<file path="src/rtl/animation_sequencer.sv">
// animation_sequencer
// Frame/animation scheduler for the 7-segment animation engine.
// A prescaler turns clk into frame ticks. Each tick steps the frame index
// from 0 up to the per-animation `limit`. After REPEATS loops, the sequencer
// either auto-advances to the next animation or repeats the current one.
// `next` and `load` give manual selection.
//
// Optional feature macro: SEQ_PAUSE_EN
//   When defined, this adds a `pause` input. While `pause` is high in RUN, the
//   prescaler, frame and loop counter freeze. `next`, `load` and `ena` still act.
module animation_sequencer #(
    parameter int TICK_DIV = 12_000_000,
    parameter int NUM_ANI  = 34,
    parameter int REPEATS  = 3
) (
    input  logic       clk,
    input  logic       rst,
    input  logic       ena,
    input  logic       auto,
    input  logic       next,
    input  logic       load,
    input  logic [5:0] sel,
    input  logic [5:0] limit,
`ifdef SEQ_PAUSE_EN
    input  logic       pause,
`endif
    output logic [5:0] animation,
    output logic [5:0] frame,
    output logic       frame_stb,
    output logic       ani_done
);

    localparam int PW = (TICK_DIV > 1) ? $clog2(TICK_DIV) : 1;
    localparam int LW = (REPEATS > 1) ? $clog2(REPEATS) : 1;
    localparam logic [PW-1:0] PS_LAST   = PW'(TICK_DIV - 1);
    localparam logic [LW-1:0] LOOP_LAST = LW'(REPEATS - 1);
    localparam logic [5:0]    ANI_LAST  = 6'(NUM_ANI - 1);
    localparam logic [6:0]    ANI_COUNT = 7'(NUM_ANI);

    typedef enum logic [1:0] {
        S_IDLE,
        S_RUN,
        S_SWITCH
    } state_t;

    state_t        r_state, w_state_next;
    logic [5:0]    r_animation, w_animation_next;
    logic [5:0]    r_frame, w_frame_next;
    logic [PW-1:0] r_prescale, w_prescale_next;
    logic [LW-1:0] r_loop, w_loop_next;
    logic [5:0]    r_target, w_target_next;
    logic          r_frame_stb, w_frame_stb_next;
    logic          r_ani_done, w_ani_done_next;

    logic          w_pause;
    logic          w_tick;
    logic [5:0]    w_ani_inc;
    logic [5:0]    w_sel_target;

`ifdef SEQ_PAUSE_EN
    assign w_pause = pause;
`else
    assign w_pause = 1'b0;
`endif

    assign w_tick = (r_prescale == PS_LAST);

    // Wrap the successor of the last valid animation back to 0.
    assign w_ani_inc = (r_animation == ANI_LAST) ? 6'd0 : r_animation + 6'd1;

    // An out-of-range selection falls back to animation 0.
    assign w_sel_target = ({1'b0, sel} >= ANI_COUNT) ? 6'd0 : sel;

    // State and data registers. Reset is asynchronous, so outputs clear immediately.
    always_ff @(posedge clk or posedge rst) begin
        if (rst) begin
            r_state     <= S_IDLE;
            r_animation <= 6'd0;
            r_frame     <= 6'd0;
            r_prescale  <= '0;
            r_loop      <= '0;
            r_target    <= 6'd0;
            r_frame_stb <= 1'b0;
            r_ani_done  <= 1'b0;
        end else begin
            r_state     <= w_state_next;
            r_animation <= w_animation_next;
            r_frame     <= w_frame_next;
            r_prescale  <= w_prescale_next;
            r_loop      <= w_loop_next;
            r_target    <= w_target_next;
            r_frame_stb <= w_frame_stb_next;
            r_ani_done  <= w_ani_done_next;
        end
    end

    // Next-state logic. Priority: ena low > load > next > tick.
    // Dropping into IDLE does not strobe. Consumers resync on the next strobe
    // after the sequencer runs again.
    always_comb begin
        w_state_next     = r_state;
        w_animation_next = r_animation;
        w_frame_next     = r_frame;
        w_prescale_next  = r_prescale;
        w_loop_next      = r_loop;
        w_target_next    = r_target;
        w_frame_stb_next = 1'b0;
        w_ani_done_next  = 1'b0;

        if (!ena) begin
            w_state_next    = S_IDLE;
            w_frame_next    = 6'd0;
            w_prescale_next = '0;
            w_loop_next     = '0;
        end else begin
            case (r_state)
                S_IDLE: begin
                    w_state_next = S_RUN;
                end
                S_RUN: begin
                    if (load) begin
                        w_target_next = w_sel_target;
                        w_state_next  = S_SWITCH;
                    end else if (next) begin
                        w_target_next = w_ani_inc;
                        w_state_next  = S_SWITCH;
                    end else if (!w_pause) begin
                        if (w_tick) begin
                            w_prescale_next  = '0;
                            w_frame_stb_next = 1'b1;
                            if (r_frame < limit) begin
                                w_frame_next = r_frame + 6'd1;
                            end else begin
                                // Wrapping to frame 0 completes one loop.
                                w_frame_next = 6'd0;
                                if (r_loop == LOOP_LAST) begin
                                    w_loop_next     = '0;
                                    w_ani_done_next = 1'b1;
                                    if (auto) begin
                                        w_target_next = w_ani_inc;
                                        w_state_next  = S_SWITCH;
                                    end
                                end else begin
                                    w_loop_next = r_loop + LW'(1);
                                end
                            end
                        end else begin
                            w_prescale_next = r_prescale + PW'(1);
                        end
                    end
                end
                S_SWITCH: begin
                    // Commit the new animation. The restarted prescaler gives the
                    // downstream `limit` lookup a full frame to settle.
                    w_animation_next = r_target;
                    w_frame_next     = 6'd0;
                    w_prescale_next  = '0;
                    w_loop_next      = '0;
                    w_frame_stb_next = 1'b1;
                    w_state_next     = S_RUN;
                end
                default: begin
                    w_state_next = S_IDLE;
                end
            endcase
        end
    end

    assign animation = r_animation;
    assign frame     = r_frame;
    assign frame_stb = r_frame_stb;
    assign ani_done  = r_ani_done;

endmodule

</file>
<file path="config.mk">
export PLATFORM = sky130hd
export DESIGN_NAME = animation_sequencer
export DESIGN_NICKNAME = d
export VERILOG_FILES = /design/src/rtl/animation_sequencer.sv
export SDC_FILE = /design/constraint.sdc
export NUM_CORES = 1
export LEC_CHECK = 0
export ABC_AREA = 1
export BUFFER_PORTS_ARGS = -buffer_cell sky130_fd_sc_hd__clkbuf_2
export CAP_MARGIN = 5
export CORE_MARGIN = 2
export CORE_UTILIZATION = 55
export CTS_CLUSTER_DIAMETER = 40
export DETAILED_ROUTE_END_ITERATION = 16
export PLACE_DENSITY = 0.82
export SLEW_MARGIN = 30
export SYNTH_ARGS = -nofsm -noshare
export SYNTH_HDL_FRONTEND = slang
export SYNTH_SLANG_ARGS = --single-unit
</file>
<file path="constraint.sdc">
create_clock -name clk -period 3.4 [get_ports clk]
set_clock_uncertainty 0.1 [all_clocks]
set_input_delay 0 -clock clk [delete_from_list [all_inputs] [get_ports clk]]
set_output_delay 0 -clock clk [all_outputs]
set_load 0.02 [all_outputs]
</file>
Word level (Yosys, flattened, before mapping):

Index checks and enable logic that the tools add are counted.

* register bits after elaboration: 48
* output and inout bits: 14

* $add $sub $neg: 4
* order comparisons: 2
* equal/unequal tests: 15
* mux-type cells: 46
* reductions and logical operators: 11

Operators by type and width (number)
* $mux W24: 4
* $mux W6: 13
* $pmux W24 S2: 1
* $mux W2: 13
* $add A24 B1 Y24 const B: 1
* $eq A24 B24 Y1 const B: 1
* $ne A5 B5 Y1 const B: 4
* $ne A3 B3 Y1 const B: 5
* $add A6 B1 Y6 const B: 2
* $pmux W6 S2: 1
* $mux W1: 11
* $reduce_bool A3 Y1: 3
* $pmux W2 S2: 2
* $reduce_and A4 Y1: 2
* $eq A6 B6 Y1 const B: 1
* $ge A6 B6 Y1 const B: 1
* $lt A6 B6 Y1: 1
* $reduce_and A6 Y1: 1
* $reduce_and A5 Y1: 1
* $eq A2 B2 Y1 const B: 2
* $ne A3 B1 Y1 const B: 1
* $reduce_and A3 Y1: 1
* $add A2 B1 Y2 const B: 1
* $eq A2 B1 Y1 const B: 1
* 4 further kinds: 4

Logic depth before layout (Yosys ltp):

Gate-level depths: netlist (run 1).

* word-level depth: 8
* depth in mapped cells: 13
* gate-level depth less buffers: 13

Least setup slack after synthesis (run 1):

OpenSTA, ideal clock, no wires.

* path kind: register to register
* start: reg r_state[0]
* end: reg r_prescale[18]
* library setup time: 118 ps
* data arrival time: 1512 ps
* data required time: 3182 ps
* path slack: 1670 ps
* stages on the path, launching flop included: 13
* path buffers: 0
* path through: dfrtp_1 > inv_1 > ha_1 > inv_2 > nand2_1 > nand2_2 > nand2_8 > inv_6 > nor2_2 > and2_1 > nand2_1 > nor2_1 > nor2_2

* cells in the longest elaborated chain, start to end: 3
* elaborated cells on any way between the ends: 8

RTL lines
* from (decl): RTL line 46 `state_t r_state, w_state_next;`
* from (signal assigned): RTL line 86 `r_state <= w_state_next;`
* $eq A2 B1 Y1 / $eq A2 B2 Y1 (equally long branches): RTL line 116 `case (r_state)`
* $ne A3 B1 Y1 (no line) (tied with other cells)
* $reduce_and A3 Y1 (no line) / $mux W24 (equally long branches)
* to (signal assigned): RTL line 89 `r_prescale <= w_prescale_next;`
* to (decl): RTL line 49 `logic [PW-1:0] r_prescale, w_prescale_next;`

Parallel ways exist; a longest one is shown, timed or not.
A chain may end at the register's enable or synchronous reset.

Worst setup path in the final report (run 1):

Ends and elaborated chain as after synthesis.

==> results of run 1 <==
cell type report:
cell class              count  area share (%)
inverters                  63            6.87
clock inverters             2           0.423
clock buffers               6            2.33
repair buffers             36            5.78
flip-flops and latches     48            33.8
well taps                  72            2.54
multi-input cells         320            48.2
tightest hold or removal path, delay by kind of cell:
family	cells	cell delay, ns
AND/OR/NAND/NOR	3	0.31
buffers and inverters	1	0.10
per-layer routing:
layer | routed length, µm | track usage (%)
met1 | 3440 | 34.7
met2 | 3330 | 40.7
met3 | 293 | 4.16
met4 | 99 | 7.12
met5 | 0 | 0
synthesized netlist by cell type, types with 5 or more instances:
| cell | count |
|---|---|
| nand2_1 | 101 |
| nor2_1 | 60 |
| inv_1 | 54 |
| dfrtp_1 | 48 |
| nand3_1 | 34 |
| nand4_1 | 17 |
| nor3_1 | 16 |
| a21oi_1 | 14 |
| ha_1 | 13 |
| o21ai_0 | 11 |
| xor2_1 | 8 |
| nand2_2 | 7 |
| nor2_2 | 7 |
| inv_2 | 6 |
| o21ai_1 | 5 |
cell families (layout without fill, tap and decap cells):
group           count (synthesis)  in the layout  synth area share [%]
compound gates                 38             38                  7.01
simple gates                  258            258                  38.4
buf+inv                        69            107                  8.81
xor+xnor                       10             10                  2.74
mux                             1              1                 0.352
fa+ha+maj                      13             13                  5.09
flops                          48             48                  37.6
through the flow:
stage          setup slack (ns)  std cells
6_report                   1.36        547
5_1_grt                    1.19        547
4_1_cts                    1.37        547
3_5_place_dp               1.38        534
3_3_place_gp               1.44        534
2_1_floorplan              1.67        437
state kept, by name, summed over array words and instances, names as in the netlist:
| name | count |
|---|---|
| ani_done | 1 |
| animation | 6 |
| frame | 6 |
| frame_stb | 1 |
| r_loop | 2 |
| r_prescale | 24 |
| r_state | 2 |
| r_target | 6 |
what timing repair did:
item,in CTS,in global routing
hold buffers,5,0
hold endpoints to repair,56,0
setup endpoints to repair,0,0
power by group through the flow:
stage	combinational, mW	clock, mW	sequential, mW
floorplan	0.303	0	0.822
global placement	0.466	0	0.780
detailed placement	0.483	0	0.785
CTS	0.489	0.379	0.774
global route	0.552	0.398	0.794
finish	0.487	0.365	0.777
worst paths after layout:
kind                              from        endpoint  slack (ns)  cells after the start
max in group asynchronous          rst       r_loop[1]        2.58                      3
min in group asynchronous          rst  r_prescale[20]        0.20                      3
max                         r_state[0]  r_prescale[18]        1.36                     12
min reg2reg                r_target[3]     r_target[3]        0.38                      2
min                               auto      r_state[1]        0.03                      4
max reg2reg                 r_state[0]  r_prescale[18]        1.36                     12
==> summary.md, run 1 <==
| Metric | Value |
|---|---|
| Placed cell areas | 3400 µm² |
| Layout area overhead | 11.1% |
| Post-synth top area cell | dfrtp_1 |
| Clock-pin slew on the worst setup and hold paths | roughly 0.090 ns |
| Max Slew Vio Count | 0 |
| Fin. Hold Viols | 0 |
| Leading cell types in the layout, fill and taps excluded | nand2_1, nor2_1, inv_1 |
| Io pins | 32 |
| Root buffer cell | clkbuf_8 |
| Synth cell types | 36 |
| Detail-routed via count per cell | 5.34 |
| Cts repair resizes | 0 |
| Num CTS Buffers | 5 |
| Highest clock rate | ~490 MHz |
| Crit-path leading delay family | simple AND/OR/NAND/NOR gates |
| Max incr delay on CP | roughly 0.42 ns |
| Final wirelength | 7160 µm |
| Core ar. | approximately 5600 µm² |
| Via count of the first global-routing pass | 2768 |
| Asr flop ratio synth | between 90% and 100% |
| Synth area leaders | dfrtp_1, nand2_1, nor2_1, inv_1, nand3_1 |
| Startpoint Class | flop |
| Final Instance Area | roughly 3600 µm² |
| Share of the synthesized area in the top cell type | between 30% and 40% |
| Seq. cell area | 1200 µm² |
| Die Y | roughly 80 µm |
| DP HPWL | around 5400 µm |
| Syn_nets | about 470 |
| Main synth FF type | dfrtp_1 |
| #FFs+latches synth | 48 |
| # setup viols final | 0 |
| Post-CTS Setup Bufs | 0 |
| EDFF count, synth | 0 |
| Die X | 80.2 µm |
| Filler instances | ~490 |
| PortBufs | 31 |
| Antenna diodes | 0 |
| Core Util, Final | 63.7% |
| Clock share of power | 22.4% |
| Worst setup EP type | flop |
| Crit-path cells | inv_1, ha_1, inv_2, nand2_1, nand2_2, nand2_8, inv_6, nor2_2, and2_1, nand2_1, nor2_1, nor2_2 |
| GRT Residual Overflow | 0 |
| Routed vias | about 3000 |
| Overall Power | ~1.6 mW |
| Peak VDD IR | roughly 0.37 mV |
| Max_slew headroom | a little over half |
| Switching part of the total power | between 30% and 40% |
| Clock Sinks | 48 |
| Later-pin clock latency in the skew report | ~0.3 ns |
| CTS tree | yes |
| Crit path max fanout | 16 |
| Power Density | 459 nW/µm² |
| CTS Buffer Depth | 2 |
| Antenna Nets Post-Route | 0 |
| Final #Nets | a little over 500 |
| Wire per inst | between 10 and 15 µm |
| Syn Inst Count | around 440 |
| Antenna violations before repair | 0 |
| Slowest cell on the critical path | dfrtp_1 |
| Most common cell after layout, fill and taps aside | nand2_1 |
| Gr usage total | between 20% and 30% |
| Drt pass-1 iters | 5 |
| Switch Pwr | ~0.62 mW |
| WP buf/inv | 3 |
| Share of total power in sequential cells | 47.7% |
| Max-cap violations | 0 |
| Hold Path Class | input pin to flop |
| Footprint of the multi-input gates | 1710 µm² |
| Period Utilization, post-route | around 60% |
| CTS H-tree depth | 2 |
| Seq/Total Area, Yosys | a little under two fifths |
| Setup TNS | 0 ns |
| Slew @ Worst Pin | 0.684 ns |
| Largest net degree at the start of global routing | 49 |
| Min Clock Period, post-route | 2.04 ns |
| Req. time, crit path | about 3.5 ns |
| Initial Utilization | 57.3% |
| Combinational Power Share | roughly 30% |
| Worst path arrival time | roughly 2.1 ns |
| Yosys warns | 0 |
| Global-route wire length before repair | ~13000 µm |
| Drc violations | 0 |
| Avg Cell Area, Syn | roughly 7.3 µm² |
| Worst Hold Slack | approximately 0.028 ns |
| Crit path kind | flop to flop |
| # rows | 27 |
| Die area | ~6400 µm² |
| Gpl congestion | a little under 1 |
| Status | finished clean |
| P_int | 1.01 mW |
| 1st-iter DRT viols | approximately 230 |
| Post-synthesis instance area | 3200 µm² |
| RSZ-0062 raised after global routing | no |
| Layout cells sized above 1 | around 17% |
| Leakage | 1.74 nW |
(Power assumes the default switching activity.)
==> run 2, diff against run 1 <==
==> constraint.sdc (replaced) <==
create_clock -name clk -period 2 [get_ports clk]
set_clock_uncertainty 0.1 [all_clocks]
set_input_delay 0 -clock clk [delete_from_list [all_inputs] [get_ports clk]]
set_output_delay 0 -clock clk [all_outputs]
set_load 0.02 [all_outputs]
==> run 2 against run 1 <==
Effect of this change:
- total power rose by 78%
- global-route usage rose by 0.28 points
- sequential power rose by 70%
- wire length rose by 8.0%
- maximum frequency rose by 5.7%
- combinational power rose by 82%
- critical endpoint is now r_prescale[4]
==> summary.md, run 2 (synthesis gave the netlist of run 1 again) <==
| Metric | Value |
|---|---|
| Die Y | between 80 and 90 µm |
| Crit path kind | flop to flop |
| Final wirelength | between 7000 and 8000 µm |
| Initial Utilization | a little under three fifths |
| Max_slew headroom | approximately 48% |
| # setup viols final | 0 |
| Req. time, crit path | 2.13 ns |
| Filler instances | 493 |
| Reg with most FFs | r_prescale |
| Gr usage total | 25.4% |
| Drt pass-1 iters | 5 |
| Hold path cells | 5 |
| Worst Reg2Reg Path Length in Cells | 10 |
| Global-route wire length before repair | 12800 µm |
| Placed cell areas | around 3500 µm² |
| Most common cell after layout, fill and taps aside | nand2_1 |
| Die X | approximately 80 µm |
| Highest clock rate | approximately 520 MHz |
| Flop-to-flop setup slack | ~0.070 ns |
| Peak VDD IR | approximately 0.53 mV |
| CTS H-tree depth | 2 |
| Leakage | about 1.8 nW |
| Min Clock Period, post-route | slightly below 2 ns |
| Gpl congestion | 0.960 |
| 1st-iter DRT viols | approximately 220 |
| Status | finished clean |
| Layout area overhead | 17.3% |
| Crit path max fanout | 11 |
| # rows | 27 |
| RSZ-0062 raised after global routing | yes |
| Hold Path Class | input pin to flop |
| Detail-routed via count per cell | 5.50 |
| Largest register FFs | 24 |
| Max-cap violations | 0 |
| Later-pin clock latency in the skew report | 0.30 ns |
| Worst r2r src | r_state[1] |
| Final Instance Area | ~3700 µm² |
| Layout cells sized above 1 | 22.1% |
| Largest net degree at the start of global routing | 38 |
| Slew @ Worst Pin | ~0.77 ns |
| Place WS | roughly 0.063 ns |
| RR Endpoint | r_prescale[4] |
| Leading cell types in the layout, fill and taps excluded | nand2_1, nor2_1, inv_1 |
| Setup ws final | 0.0698 ns |
| Startpoint Class | flop |
| Period Utilization, post-route | between 90 and 100% |
| CTS tree | yes |
| GRT Residual Overflow | 0 |
| Footprint of the multi-input gates | ~1800 µm² |
| Max Slew Vio Count | 0 |
| Clock Sinks | 48 |
| Core ar. | about 5600 µm² |
| Power Density | 775 nW/µm² |
| Io pins | 32 |
| Worst hold endpoint | r_target[1] |
| PortBufs | 31 |
| Antenna violations before repair | 0 |
| Wire per inst | 13.7 µm |
| CTS Buffer Depth | 2 |
| Root buffer cell | clkbuf_8 |
| Worst hold start | sel[1] |
| Seq. cell area | 1200 µm² |
| Overall Power | between 2 and 3 mW |
| Worst path arrival time | approximately 2 ns |
| Via count of the first global-routing pass | between 2000 and 3000 |
| Antenna diodes | 0 |
| Fin. Hold Viols | 0 |
| Final #Nets | 524 |
| Clock-pin slew on the worst setup and hold paths | roughly 0.090 ns |
| Antenna Nets Post-Route | 0 |
| Worst setup EP type | flop |
| Drc violations | 0 |
| Core Util, Final | between 60% and 70% |
| DP HPWL | 5700 µm |
| Num CTS Buffers | 5 |
| Routed vias | between 3000 and 4000 |
| Die area | about 6400 µm² |
[run 2: changes by cell type in the layout (fill, tap and decap cells not counted), moves of 2 or more]
cell    change
ha_1        -3
nor2_1      -2
ha_2        +2
buf_4      +19
inv_2       +2
[run 2: power breakdown]
part           internal [mW]  switching (mW)
logic                  0.334           0.551
registers               1.14           0.179
clock network          0.370           0.329
[run 2: worst max-delay path by stage]
stage | slack, ns | depth (start not counted) | endpoint | start
after floorplan | 0.27 | 12 | r_prescale[18] | r_state[0]
after global placement | 0.14 | 12 | r_prescale[18] | r_state[0]
after detailed placement | 0.06 | 11 | r_prescale[14] | r_state[0]
after CTS | 0.01 | 12 | r_prescale[17] | r_state[0]
after global routing | -0.03 | 10 | r_prescale[4] | r_state[1]
final | 0.07 | 10 | r_prescale[4] | r_state[1]
[run 2: metrics by stage]
step	std cells	setup TNS (ns)	hold slack, ns
finish	566	0	0.0232
CTS	560	0	0.0196
floorplan	437	0	0.110
detailed placement	547	0	0.0717
global route	566	-0.107	0.0568
global placement	547	0	0.0678
[run 2: routing by layer]
layer	wire, µm	vias up	global-route usage (%)
li1	-	1518	-
met1	3400	1454	32.1
met2	3730	120	44.0
met3	432	20	3.93
met4	178	0	8.81
met5	0	-	0
[run 2: what timing repair did]
item | 4_1_cts | 5_1_grt
hold endpoints to repair | 44 | 0
hold buffers | 5 | 0
setup endpoints to repair | 0 | 25
resized for setup | 0 | 12
buffers inserted | 0 | 6
[run 2: final cells by class]
class | instances | area share [%]
inverters | 63 | 6.44
flip-flops and latches | 48 | 32.1
clock buffers | 5 | 1.84
repair buffers | 55 | 9.28
multi-input cells | 320 | 46.8
clock inverters | 3 | 1.14
well taps | 72 | 2.40
[run 2: worst max-delay path, cell delays in order, from the launching register on]
cell,delay (ns)
dfrtp_1,0.43
inv_1,0.12
ha_2,0.22
nand2_1,0.09
nand2_2,0.13
nand2_8,0.10
buf_4,0.15
nand2_2,0.16
buf_4,0.21
o21ai_2,0.06
a21oi_1,0.10
==> run 3, diff against run 2 <==
==> constraint.sdc (replaced) <==
create_clock -name clk -period 1.9 [get_ports clk]
set_clock_uncertainty 0.1 [all_clocks]
set_input_delay 0 -clock clk [delete_from_list [all_inputs] [get_ports clk]]
set_output_delay 0 -clock clk [all_outputs]
set_load 0.02 [all_outputs]
==> run 3 against run 2 <==
Effect of this change:
- register-to-register slack worse by 0.02 ns
- count of clock-buffer cells in the layout is 1 higher
- die area unchanged
- via count down 1.2%
- critical path depth grew 2
- critical path type unchanged
- combinational power is 9.3% higher
- total power grew 2.5%
- wire length increased by 1.8%
- maximum frequency rose by 4.3%
- worst setup slack lost 0.021 ns
- hold slack about the same
==> summary.md, run 3 (synthesis gave the netlist of run 1 again) <==
| Metric | Value |
|---|---|
| Later-pin clock latency in the skew report | approximately 0.31 ns |
| Global-route wire length before repair | 12600 µm |
| Num CTS Buffers | 5 |
| Worst path arrival time | roughly 2.0 ns |
| Max Slew Vio Count | 0 |
| Detail-routed via count per cell | 5.39 |
| WP buf/inv | 4 |
| End of the critical path | r_prescale[10] |
| Initial Utilization | between 50 and 60% |
| Die Y | about 80 µm |
| Flop-to-flop setup slack | roughly 0.049 ns |
| Antenna violations before repair | 0 |
| Layout area overhead | 20.2% |
| Clock Sinks | 48 |
| Largest net degree at the start of global routing | just under 50 |
| Clock share of power | a little over a fifth |
| Filler instances | about 460 |
| Worst r2r src | r_state[0] |
| Share of total power in sequential cells | between 40% and 50% |
| Die area | around 6400 µm² |
| Slowest cell on the critical path | dfrtp_1 |
| Die X | approximately 80 µm |
| Wire length on met2 | between 3000 and 4000 µm |
| Drt pass-1 iters | 5 |
| Routed wire length on met3 | 459 µm |
| Most common cell after layout, fill and taps aside | nand2_1 |
| Highest clock rate | around 540 MHz |
| Fin. Hold Viols | 0 |
| Io pins | 32 |
| WL met1 | approximately 3500 µm |
| RR Endpoint | r_prescale[10] |
| Crit-path cells | inv_2, ha_2, inv_2, nand2_2, nand2_4, nand2_8, nand2_2, inv_2, nand2_1, buf_4, nor3_1, nor3_1 |
| Wire per inst | roughly 14 µm |
| Status | finished clean |
| Via count of the first global-routing pass | ~2900 |
| Final wirelength | slightly below 8000 µm |
| Hold path cells | 5 |
| Peak VDD IR | approximately 0.77 mV |
| Worst Reg2Reg Path Length in Cells | 12 |
| Worst setup EP type | flop |
| Final Instance Area | 3840 µm² |
| Drc violations | 0 |
| Worst setup path startpoint | r_state[0] |
| Root buffer cell | clkbuf_8 |
| Max incr delay on CP | 0.43 ns |
| Max_slew headroom | between 50% and 60% |
| # setup viols final | 0 |
| Routed vias | 3075 |
| CTS H-tree depth | 2 |
| Req. time, crit path | roughly 2.0 ns |
| Power Density | approximately 780 nW/µm² |
| Clock-pin slew on the worst setup and hold paths | roughly 0.09 ns |
| 1st-iter DRT viols | ~240 |
| Startpoint Class | flop |
| Switching part of the total power | between 30% and 40% |
| P_int | around 1.8 mW |
| Crit-path leading delay family | simple AND/OR/NAND/NOR gates |
| PortBufs | 31 |
| Cell depth of the worst setup path | 12 |
| Switch Pwr | about 1.1 mW |
| Antenna diodes | 0 |
| Min Clock Period, post-route | 1.85 ns |
| CTS tree | yes |
| Slew @ Worst Pin | 0.645 ns |
| RSZ-0062 raised after global routing | yes |
| CTS Buffer Depth | 2 |
| Leakage | between 1.5 and 2 nW |
| DP HPWL | 5840 µm |
| Period Utilization, post-route | between 90% and 100% |
| Core Util, Final | just under 70% |
| Most frequent CP cell | inv_2 |
| GRT Residual Overflow | 0 |
| Max-cap violations | 0 |
| Core ar. | about 5600 µm² |
| Gpl congestion | between 0.9 and 1 |
| Antenna Nets Post-Route | 0 |
| Leading cell types in the layout, fill and taps excluded | nand2_1, nor2_1, inv_1 |
| Layout cells sized above 1 | 24.1% |
| Reg with most FFs | r_prescale |
| Hold Path Class | input pin to flop |
| Combinational Power Share | between 30% and 40% |
| Overall Power | roughly 3.0 mW |
| Crit path kind | flop to flop |
| Placed cell areas | between 3000 and 4000 µm² |
| # rows | 27 |
| Largest register FFs | 24 |
| Final #Nets | 528 |
| Crit path max fanout | 7 |
| Max layer used | met4 |
| Gr usage total | between 20% and 30% |
[run 3: worst min path at each step]
stage          startpoint        endpoint  slack, ns
2_1_floorplan        next        ani_done       0.11
3_3_place_gp          rst  r_prescale[15]       0.08
3_5_place_dp          rst  r_prescale[15]       0.08
4_1_cts            sel[1]     r_target[1]       0.02
5_1_grt            sel[1]     r_target[1]       0.04
6_report           sel[1]     r_target[1]       0.02
[run 3: layout make-up]
type | instances | area [µm²] | area share (%)
Clock buffer | 6 | 72.6 | 1.89
Clock inverter | 2 | 16.3 | 0.424
Inverter | 63 | 244 | 6.35
Multi-Input combinational cell | 320 | 1830 | 47.6
Sequential cell | 48 | 1200 | 31.3
Tap cell | 72 | 90.1 | 2.35
Timing Repair Buffer | 59 | 389 | 10.1
[run 3: power groups by stage]
stage / Sequential [mW] / Clock [mW] / Combinational, mW
3_5_place_dp: 1.40 / 0 / 0.903
6_report: 1.39 / 0.618 / 0.966
3_3_place_gp: 1.39 / 0 / 0.868
2_1_floorplan: 1.47 / 0 / 0.541
5_1_grt: 1.42 / 0.676 / 1.08
4_1_cts: 1.38 / 0.634 / 0.914
[run 3: layer usage]
metal	track usage (%)	vias to the layer above
met3	5.62	15
li1	-	1523
met4	7.46	0
met5	0	-
met2	43.1	110
met1	31.2	1427
[run 3: worst register-to-register path, stage by stage, from the launching register on]
cell     delay, ns
dfrtp_1       0.43
inv_2         0.08
ha_2          0.18
inv_2         0.06
nand2_2       0.09
nand2_4       0.07
nand2_8       0.12
nand2_2       0.09
inv_2         0.07
nand2_1       0.07
buf_4         0.14
nor3_1        0.17
nor3_1        0.08
[run 3: timing repair]
action | CTS | global route
endpoints found under the setup margin | 0 | 37
hold buffers | 4 | 0
setup buffers | 0 | 4
resized for setup | 0 | 31
hold endpoints to repair | 54 | 0
[run 3: stage by stage]
| step | cells | setup WS (ns) | TNS (ns) | hold WS [ns] |
|---|---|---|---|---|
| after floorplan | 437 | 0.170 | 0 | 0.110 |
| after global placement | 554 | 0.112 | 0 | 0.0782 |
| after detailed placement | 554 | 0.0167 | 0 | 0.0816 |
| after CTS | 566 | 0.000451 | 0 | 0.0188 |
| after global routing | 570 | -0.0182 | -0.0459 | 0.0383 |
| final | 570 | 0.0489 | 0 | 0.0235 |
